==> config.mk <==
export PLATFORM = sky130hd
export DESIGN_NAME = stage0_ctrl_flat
export DESIGN_NICKNAME = d
export VERILOG_FILES = /design/src/rtl/stage0_ctrl_if.sv /design/src/rtl/stage0_ctrl.sv /design/src/flat_wrapper.sv
export SDC_FILE = /design/constraint.sdc
export NUM_CORES = 1
export LEC_CHECK = 0
export CAP_MARGIN = 0
export CORE_MARGIN = 1
export CORE_UTILIZATION = 50
export DETAILED_ROUTE_END_ITERATION = 12
export GPL_TIMING_DRIVEN = 0
export PLACE_DENSITY = 0.67
export RECOVER_POWER = 25
export SLEW_MARGIN = 15
export SYNTH_ARGS = -nofsm -noshare
export SYNTH_HDL_FRONTEND = slang
export SYNTH_SLANG_ARGS = --single-unit
==> constraint.sdc <==
create_clock -name clk -period 5.3 [get_ports clk]
set_input_delay 1.06 -clock clk [delete_from_list [all_inputs] [get_ports clk]]
set_output_delay 1.06 -clock clk [all_outputs]
set_load 0.005 [all_outputs]
==> src/rtl/stage0_ctrl_if.sv <==
// Control/handshake bundle between the stage0 sequencer and its neighbours.
// master = upstream/DMA side, slave = the sequencer itself.
interface stage0_ctrl_if;
    logic start;
    logic relu_cfg;
    logic cfg_valid;
    logic cfg_ready;
    logic pix_valid;
    logic pix_ready;
    logic weight_en;
    logic weight_mode;
    logic relu_sel;
    logic out_valid;
    logic busy;
    logic done;
    logic err_underrun;

    modport master (
        output start, relu_cfg, cfg_valid, pix_valid,
        input  cfg_ready, pix_ready, weight_en, weight_mode, relu_sel,
               out_valid, busy, done, err_underrun
    );

    modport slave (
        input  start, relu_cfg, cfg_valid, pix_valid,
        output cfg_ready, pix_ready, weight_en, weight_mode, relu_sel,
               out_valid, busy, done, err_underrun
    );
endinterface

==> src/rtl/stage0_ctrl.sv <==
// Sequencer for one depthwise stage: loads kernel weights and BN config into the
// DW_BN_ReLU chain, then admits one frame of pixels and flags valid stage outputs.
module stage0_ctrl #(
    parameter int int_bits = 13,
    parameter int N_PE     = 9,
    parameter int W_TAPS   = 9,
    parameter int ROW_LEN  = 32,
    parameter int ROWS     = 32,
    parameter int PIPE_LAT = 3
) (
    input  logic         clk,
    input  logic         reset,
    stage0_ctrl_if.slave bus
);
    localparam int CFG_W_BEATS = N_PE * W_TAPS;
    localparam int CFG_CW      = (CFG_W_BEATS > 1) ? $clog2(CFG_W_BEATS) : 1;
    localparam int COL_CW      = $clog2(ROW_LEN);
    localparam int ROW_CW      = $clog2(ROWS);
    localparam int DRN_CW      = (PIPE_LAT > 1) ? $clog2(PIPE_LAT) : 1;

    localparam logic [CFG_CW-1:0] CFG_W_LAST  = CFG_CW'(CFG_W_BEATS - 1);
    localparam logic [CFG_CW-1:0] CFG_BN_LAST = CFG_CW'(N_PE - 1);
    localparam logic [COL_CW-1:0] COL_LAST    = COL_CW'(ROW_LEN - 1);
    localparam logic [ROW_CW-1:0] ROW_LAST    = ROW_CW'(ROWS - 1);
    localparam logic [ROW_CW-1:0] ROW_PRIMED  = ROW_CW'(2);
    localparam logic [DRN_CW-1:0] DRN_LAST    = DRN_CW'(PIPE_LAT - 1);

    if (int_bits < 1 || N_PE < 1 || W_TAPS < 1 || ROW_LEN < 2 || ROWS < 3 || PIPE_LAT < 1)
    begin : g_bad_param
        $error("stage0_ctrl: illegal parameter set");
    end

    typedef enum logic [2:0] {S_IDLE, S_LOAD_W, S_LOAD_BN, S_RUN, S_DRAIN} state_t;

    state_t              state_q, state_d;
    logic [CFG_CW-1:0]   cfg_cnt_q, cfg_cnt_d;
    logic [COL_CW-1:0]   col_q, col_d;
    logic [ROW_CW-1:0]   row_q, row_d;
    logic [DRN_CW-1:0]   drn_q, drn_d;
    logic [PIPE_LAT-1:0] vld_q, vld_d;
    logic                relu_q, relu_d;
    logic                err_q, err_d;
    logic                busy_q, busy_d;
    logic                cfg_ready_q, cfg_ready_d;
    logic                wmode_q, wmode_d;
    logic                pix_ready_q, pix_ready_d;
    logic                done_q, done_d;
    logic                beat_cfg;
    logic                push;

    assign beat_cfg = bus.cfg_valid & cfg_ready_q;

    always_comb begin
        state_d   = state_q;
        cfg_cnt_d = cfg_cnt_q;
        col_d     = col_q;
        row_d     = row_q;
        drn_d     = drn_q;
        vld_d     = vld_q;
        relu_d    = relu_q;
        err_d     = err_q;
        push      = 1'b0;
        case (state_q)
            S_IDLE: begin
                if (bus.start) begin
                    state_d   = S_LOAD_W;
                    cfg_cnt_d = '0;
                    relu_d    = bus.relu_cfg;
                    err_d     = 1'b0;
                end
            end
            S_LOAD_W: begin
                if (beat_cfg) begin
                    if (cfg_cnt_q == CFG_W_LAST) begin
                        state_d   = S_LOAD_BN;
                        cfg_cnt_d = '0;
                    end else begin
                        cfg_cnt_d = cfg_cnt_q + 1'b1;
                    end
                end
            end
            S_LOAD_BN: begin
                if (beat_cfg) begin
                    if (cfg_cnt_q == CFG_BN_LAST) begin
                        state_d   = S_RUN;
                        cfg_cnt_d = '0;
                        col_d     = '0;
                        row_d     = '0;
                    end else begin
                        cfg_cnt_d = cfg_cnt_q + 1'b1;
                    end
                end
            end
            S_RUN: begin
                // The datapath never stalls, so a missing pixel is a bubble, not a hold.
                if (bus.pix_valid) begin
                    push = (row_q >= ROW_PRIMED);
                    if (col_q == COL_LAST) begin
                        col_d = '0;
                        if (row_q == ROW_LAST) begin
                            state_d = S_DRAIN;
                            drn_d   = '0;
                        end else begin
                            row_d = row_q + 1'b1;
                        end
                    end else begin
                        col_d = col_q + 1'b1;
                    end
                end else begin
                    err_d = 1'b1;
                end
                vld_d = (vld_q << 1) | PIPE_LAT'(push);
            end
            S_DRAIN: begin
                vld_d = vld_q << 1;
                if (drn_q == DRN_LAST) begin
                    state_d = S_IDLE;
                end else begin
                    drn_d = drn_q + 1'b1;
                end
            end
            default: state_d = S_IDLE;
        endcase

        busy_d      = (state_d != S_IDLE);
        cfg_ready_d = (state_d == S_LOAD_W) || (state_d == S_LOAD_BN);
        wmode_d     = (state_d == S_LOAD_BN);
        pix_ready_d = (state_d == S_RUN);
        done_d      = (state_d == S_DRAIN) && (drn_d == DRN_LAST);
    end

    always_ff @(posedge clk or posedge reset) begin
        if (reset) begin
            state_q     <= S_IDLE;
            cfg_cnt_q   <= '0;
            col_q       <= '0;
            row_q       <= '0;
            drn_q       <= '0;
            vld_q       <= '0;
            relu_q      <= 1'b0;
            err_q       <= 1'b0;
            busy_q      <= 1'b0;
            cfg_ready_q <= 1'b0;
            wmode_q     <= 1'b0;
            pix_ready_q <= 1'b0;
            done_q      <= 1'b0;
        end else begin
            state_q     <= state_d;
            cfg_cnt_q   <= cfg_cnt_d;
            col_q       <= col_d;
            row_q       <= row_d;
            drn_q       <= drn_d;
            vld_q       <= vld_d;
            relu_q      <= relu_d;
            err_q       <= err_d;
            busy_q      <= busy_d;
            cfg_ready_q <= cfg_ready_d;
            wmode_q     <= wmode_d;
            pix_ready_q <= pix_ready_d;
            done_q      <= done_d;
        end
    end

    assign bus.cfg_ready    = cfg_ready_q;
    assign bus.pix_ready    = pix_ready_q;
    assign bus.weight_en    = beat_cfg;
    assign bus.weight_mode  = wmode_q;
    assign bus.relu_sel     = relu_q;
    assign bus.out_valid    = vld_q[PIPE_LAT-1];
    assign bus.busy         = busy_q;
    assign bus.done         = done_q;
    assign bus.err_underrun = err_q;
endmodule

==> src/flat_wrapper.sv <==
// flat-port wrapper written by rule: the top's interface ports become plain ports
module stage0_ctrl_flat 
#(
    parameter int int_bits = 13,
    parameter int N_PE     = 9,
    parameter int W_TAPS   = 9,
    parameter int ROW_LEN  = 32,
    parameter int ROWS     = 32,
    parameter int PIPE_LAT = 3
)
  (clk, reset, bus_start, bus_relu_cfg, bus_cfg_valid, bus_pix_valid, bus_cfg_ready, bus_pix_ready, bus_weight_en, bus_weight_mode, bus_relu_sel, bus_out_valid, bus_busy, bus_done, bus_err_underrun);
  stage0_ctrl_if bus_i ();
  input  logic clk;
  input  logic reset;
  input wire logic [$bits(bus_i.start)-1:0] bus_start;
  input wire logic [$bits(bus_i.relu_cfg)-1:0] bus_relu_cfg;
  input wire logic [$bits(bus_i.cfg_valid)-1:0] bus_cfg_valid;
  input wire logic [$bits(bus_i.pix_valid)-1:0] bus_pix_valid;
  output wire logic [$bits(bus_i.cfg_ready)-1:0] bus_cfg_ready;
  output wire logic [$bits(bus_i.pix_ready)-1:0] bus_pix_ready;
  output wire logic [$bits(bus_i.weight_en)-1:0] bus_weight_en;
  output wire logic [$bits(bus_i.weight_mode)-1:0] bus_weight_mode;
  output wire logic [$bits(bus_i.relu_sel)-1:0] bus_relu_sel;
  output wire logic [$bits(bus_i.out_valid)-1:0] bus_out_valid;
  output wire logic [$bits(bus_i.busy)-1:0] bus_busy;
  output wire logic [$bits(bus_i.done)-1:0] bus_done;
  output wire logic [$bits(bus_i.err_underrun)-1:0] bus_err_underrun;
  assign bus_i.start = bus_start;
  assign bus_i.relu_cfg = bus_relu_cfg;
  assign bus_i.cfg_valid = bus_cfg_valid;
  assign bus_i.pix_valid = bus_pix_valid;
  assign bus_cfg_ready = bus_i.cfg_ready;
  assign bus_pix_ready = bus_i.pix_ready;
  assign bus_weight_en = bus_i.weight_en;
  assign bus_weight_mode = bus_i.weight_mode;
  assign bus_relu_sel = bus_i.relu_sel;
  assign bus_out_valid = bus_i.out_valid;
  assign bus_busy = bus_i.busy;
  assign bus_done = bus_i.done;
  assign bus_err_underrun = bus_i.err_underrun;
  stage0_ctrl #(.int_bits(int_bits), .N_PE(N_PE), .W_TAPS(W_TAPS), .ROW_LEN(ROW_LEN), .ROWS(ROWS), .PIPE_LAT(PIPE_LAT)) u_core (.clk(clk), .reset(reset), .bus(bus_i));
endmodule
# Word-level counts from Yosys, hierarchy flattened
# Cells that the tools add are included.
dict set report totals {
  ff_bits 32
  out_inout_bits 9
}
dict set report classes {
  add_sub_neg 4
  magnitude_cmp 1
  eq_ne 22
  muxes 36
  bitwise 2
  n_reduce_logical 13
}
# cell n
set op_table {}
lappend op_table {{2-to-1 mux 5 bit} 7}
lappend op_table {{2-to-1 mux 7 bit} 5}
lappend op_table {{2-to-1 mux 3 bit} 9}
lappend op_table {{one-hot mux 7 bit (3 select lines)} 1}
lappend op_table {{one-hot mux 5 bit (2 select lines)} 2}
lappend op_table {{one-hot mux 3 bit (5 select lines)} 1}
lappend op_table {{equality test 3 x 2 -> 1 bit, second input constant} 4}
lappend op_table {{!= test 2 bit, second input constant} 6}
lappend op_table {{adder 5 x 1 -> 5 bit, second input constant} 2}
lappend op_table {{equality test 5 bit, second input constant} 2}
lappend op_table {{2-to-1 mux 2 bit} 4}
lappend op_table {{AND reduction 4 bit} 2}
lappend op_table {{adder 7 x 1 -> 7 bit, second input constant} 1}
lappend op_table {{equality test 7 x 4 -> 1 bit, second input constant} 1}
lappend op_table {{equality test 7 bit, second input constant} 1}
lappend op_table {{equality test 3 x 1 -> 1 bit, second input constant} 2}
lappend op_table {{equality test 3 bit, second input constant} 2}
lappend op_table {{one-hot mux 3 bit (2 select lines)} 1}
lappend op_table {{AND reduction 6 bit} 1}
lappend op_table {{nonzero test 2 bit} 3}
lappend op_table {{nonzero test 3 bit} 2}
lappend op_table {{>= comparator 5 x 2 -> 1 bit, second input constant} 1}
lappend op_table {{equality test 2 bit, second input constant} 2}
lappend op_table {{2-to-1 mux 1 bit} 4}
lappend op_table {{other kinds (11)} 12}

# Longest topological paths before layout
dict set report logic_depth {
  word_depth 7
  depth_mapped 7
}

# Worst setup path after synthesis
# OpenSTA, ideal clock, no wires.
dict set report synth_timing {
  path_type {input to output}
  from {input port bus_cfg_valid}
  to {output port bus_weight_en}
  arrival_ns 1.223
  required_time_ns 4.240
  path_slack_ns 3.017
  stages 2
  path_cell_list {nand2_1 -> inv_1}
}
dict set report synth_via {
  elab_chain_cells 1
}
# item line
set synth_rtl {}
lappend synth_rtl {{start, declared} flat_wrapper.sv:17} ;# input wire logic [$bits(bus_i.cfg_valid)-1:0] bus_cfg_valid;
lappend synth_rtl {{AND 1 bit} stage0_ctrl.sv:51} ;# assign beat_cfg = bus.cfg_valid & cfg_ready_q;
lappend synth_rtl {{end, declared} flat_wrapper.sv:21} ;# output wire logic [$bits(bus_i.weight_en)-1:0] bus_weight_en;
# No other way between the ends.

# Worst setup path in the final report
# Same ends and word-level chain as after synthesis.

==> reports/metrics.cfg <==
[logic_synthesis]
syn_area_per_cell_um2 = 10.3
ys_async_sr_fraction_pct = 100
yosysWarnings = 0
ys_ff_latch = 32
synth.distinct_cells = 50
syn_inst = 176
yosys_most_used_dff = dfrtp_1
synth.area.top_cells = dfrtp_1 (44%), ha_1 (6.2%), inv_1 (3.5%), nand2_1 (2.9%), o211ai_1 (2.9%)
synth_top_area_share_pct = 44.1
syn_area_mm2 = 0.00181
synth_seq_area_share_pct = 44.1
yosys.area.top_type = dfrtp_1
synth_edf_count = 0
synth_fp_nets = 191

[drt]
drt-initial-drc-count = 112
drt_wl_total_um = 3480
viasPerCell = 5.75
drc = 0
drt-wirelength-per-cell_um = 14.2
antenna_left = 0
vias = 1402
dr.pass1.iters = 4

[floorplanning]
ios = 15
core_mm2 = 0.00342
die_h_um = 62.2
fp-row-count = 21
die_w_um = 62.2
start_util_pct = 53.1
die-area_mm2 = 0.00387

[setup_path]
worstPathArrival_ns = 2.27
cpMostUsedCell = clkdlybuf4s50_1
criticalPathCategory = in2out
crit_buf_inv = 3
max_stage_delay_ns = 0.51
startpoint_type = primary input
end_kind = output port
crit_family = buffers and inverters
cp_slowest_cell = clkdlybuf4s50_1
critPathMaxFanout = 4
worstPathCellList = clkdlybuf4s50_1 > nand2_1 > inv_1 > clkdlybuf4s50_1
cp.required_ns = 4.24

[sta]
worst_pin_slew_ns = 1.20
max_freq_mhz = 301
period_minus_slack_ns = 3.33
drv_slew = 0
max_slew_margin_pct = 19.9
setup_tns_ns = 0
post-route-period-util_pct = 62.8
clock_skew_ns = 0.00888
hold_viol = 0
final.setup.worst_slack_ns = 1.97
setup_viol = 0
rsz0062_at_grt = no

[placement]
dp_hpwl_um = 2490
pre_cts_ws_ns = 1.97
io_buffers = 14
place_area_mm2 = 0.00201
place.gp.congestion = 0.727

[finish]
multi_input_area_um2 = 925
syn2layout_area_growth_pct = 14.2
final_area_mm2 = 0.00207
num-fill-cells = 301
diodes = 0
final_nets = 212
final_layout_size_suffix_gt1_share_pct = 13.6
ff_latch_area_um2 = 801

[pwr]
power.density_mw_per_mm2 = 422
p_leak_nw = 0.946
irDropWorstVdd_mv = 0.204

[clock_tree]
postCtsSetupRepairBufs = 0
cts_resized = 0
numCtsBuffers = 5
clock-root-buffer = clkbuf_4
clkTransAtPathRegs_ns = 0.09
cts_hold_buf = 0
clockBufferDepth = 2
htree_levels = 2
cts.sinks = 32
clk_latency_ns = 0.33
cts_tree = done

[global_routing]
grt_pass1_wl_um = 6310
track_usage_pct = 20.7
overflow = 0
grt_pass1_vias = 1378
grt_max_degree = 33
antenna_found_initial = 0

[min_path]
hp-class = reg2reg

[outcome]
outcome = completed

[flow_run]
maxCapViolations = 0

kinds of logic after synthesis:
kind of cell | share of synthesized area [%]
AO/OA/AOI/OAI | 21.2
XOR/XNOR | 0.483
flip-flops | 44.1
adder cells (fa/ha/maj) | 6.21
buffers and inverters | 4.90
AND/OR/NAND/NOR | 21.9
multiplexers | 1.24
cell usage after synthesis, drive strengths merged (3+ instances only):
library cell / instances
a221oi: 3
ha: 9
nor3: 4
nand2b: 3
nand3: 10
inv: 17
nor3b: 4
a2111oi: 3
nand2: 14
o21ai: 8
o211ai: 7
and3: 6
a21oi: 5
nor2: 3
a31o: 3
dfrtp: 32
buf: 4
final cells by class:
| type | instances | area share (%) |
|---|---|---|
| inverter | 17 | 3.08 |
| timing repair buffer | 14 | 6.76 |
| sequential | 32 | 38.6 |
| tap | 46 | 2.78 |
| buffer | 4 | 1.15 |
| clock buffer | 6 | 2.48 |
| multi-input combinational | 123 | 44.6 |
| clock inverter | 2 | 0.483 |
path summary, 6_finish.rpt:
check	startpoint	to	slack (ns)	cells past startpoint
setup reg to reg	u_core.col_q[0]	u_core.bus.busy	3.10	7
setup / recovery	bus_cfg_valid	bus_weight_en	1.97	4
max in group asynchronous	reset	u_core.vld_q[0]	3.11	2
min in group asynchronous	reset	u_core.cfg_cnt_q[2]	1.47	2
hold reg to reg	u_core.bus.relu_sel	u_core.bus.relu_sel	0.51	1
hold / removal	u_core.bus.relu_sel	u_core.bus.relu_sel	0.51	1
flip-flops by register name (all words and copies together) (netlist names):
register	flops
u_core.bus.pix_ready	1
u_core.row_q	5
u_core.bus.cfg_ready	1
u_core.col_q	5
u_core.vld_q	3
u_core.bus.done	1
u_core.bus.weight_mode	1
u_core.state_q	3
u_core.bus.relu_sel	1
u_core.cfg_cnt_q	7
u_core.bus.err_underrun	1
u_core.drn_q	2
u_core.bus.busy	1
metrics by stage:
| stage | std cells | util [%] | total power (W) | hold WS [ns] |
|---|---|---|---|---|
| after floorplan | 176 | - | 0.000622 | 0.480 |
| after global placement | 236 | 58.9 | 0.000719 | 0.488 |
| after detailed placement | 236 | 58.9 | 0.000734 | 0.496 |
| after CTS | 244 | 60.7 | 0.000885 | 0.518 |
| after global routing | 244 | 60.7 | 0.000948 | 0.540 |
| final | 244 | 60.7 | 0.000874 | 0.512 |
per-layer routing:
layer	global-route usage (%)	part of all wire, %	up-vias
met1	28.4	49	665
met4	8.72	1.8	0
li1	-	-	703
met2	31.5	46	27
met3	4.60	3.7	7
met5	0	0	-
worst register-to-register path, delay by kind of cell (launching register included):
kind	cells	cell delay [ns]
AND/OR/NAND/NOR	3	0.79
adder cells (fa/ha/maj)	2	0.48
AO/OA/AOI/OAI	2	0.42
flip-flops	1	0.41
report_power, final:
part / switching, W / internal (W)
clock network: 0.0000839 / 0.0000631
logic: 0.000181 / 0.000172
registers: 0.0000612 / 0.000312
layout by cell type, fill, tap and decap left out, drive strengths merged, types with 3 or more instances in the layout:
| master | instances |
|---|---|
| a2111oi | 3 |
| a21oi | 5 |
| a221oi | 3 |
| a31o | 3 |
| and3 | 6 |
| buf | 3 |
| clkbuf | 7 |
| clkdlybuf4s50 | 13 |
| dfrtp | 32 |
| ha | 9 |
| inv | 17 |
| nand2 | 14 |
| nand2b | 3 |
| nand3 | 10 |
| nor2 | 3 |
| nor3 | 4 |
| nor3b | 4 |
| o211ai | 7 |
| o21ai | 8 |
Power figures use the tool's default switching activity.
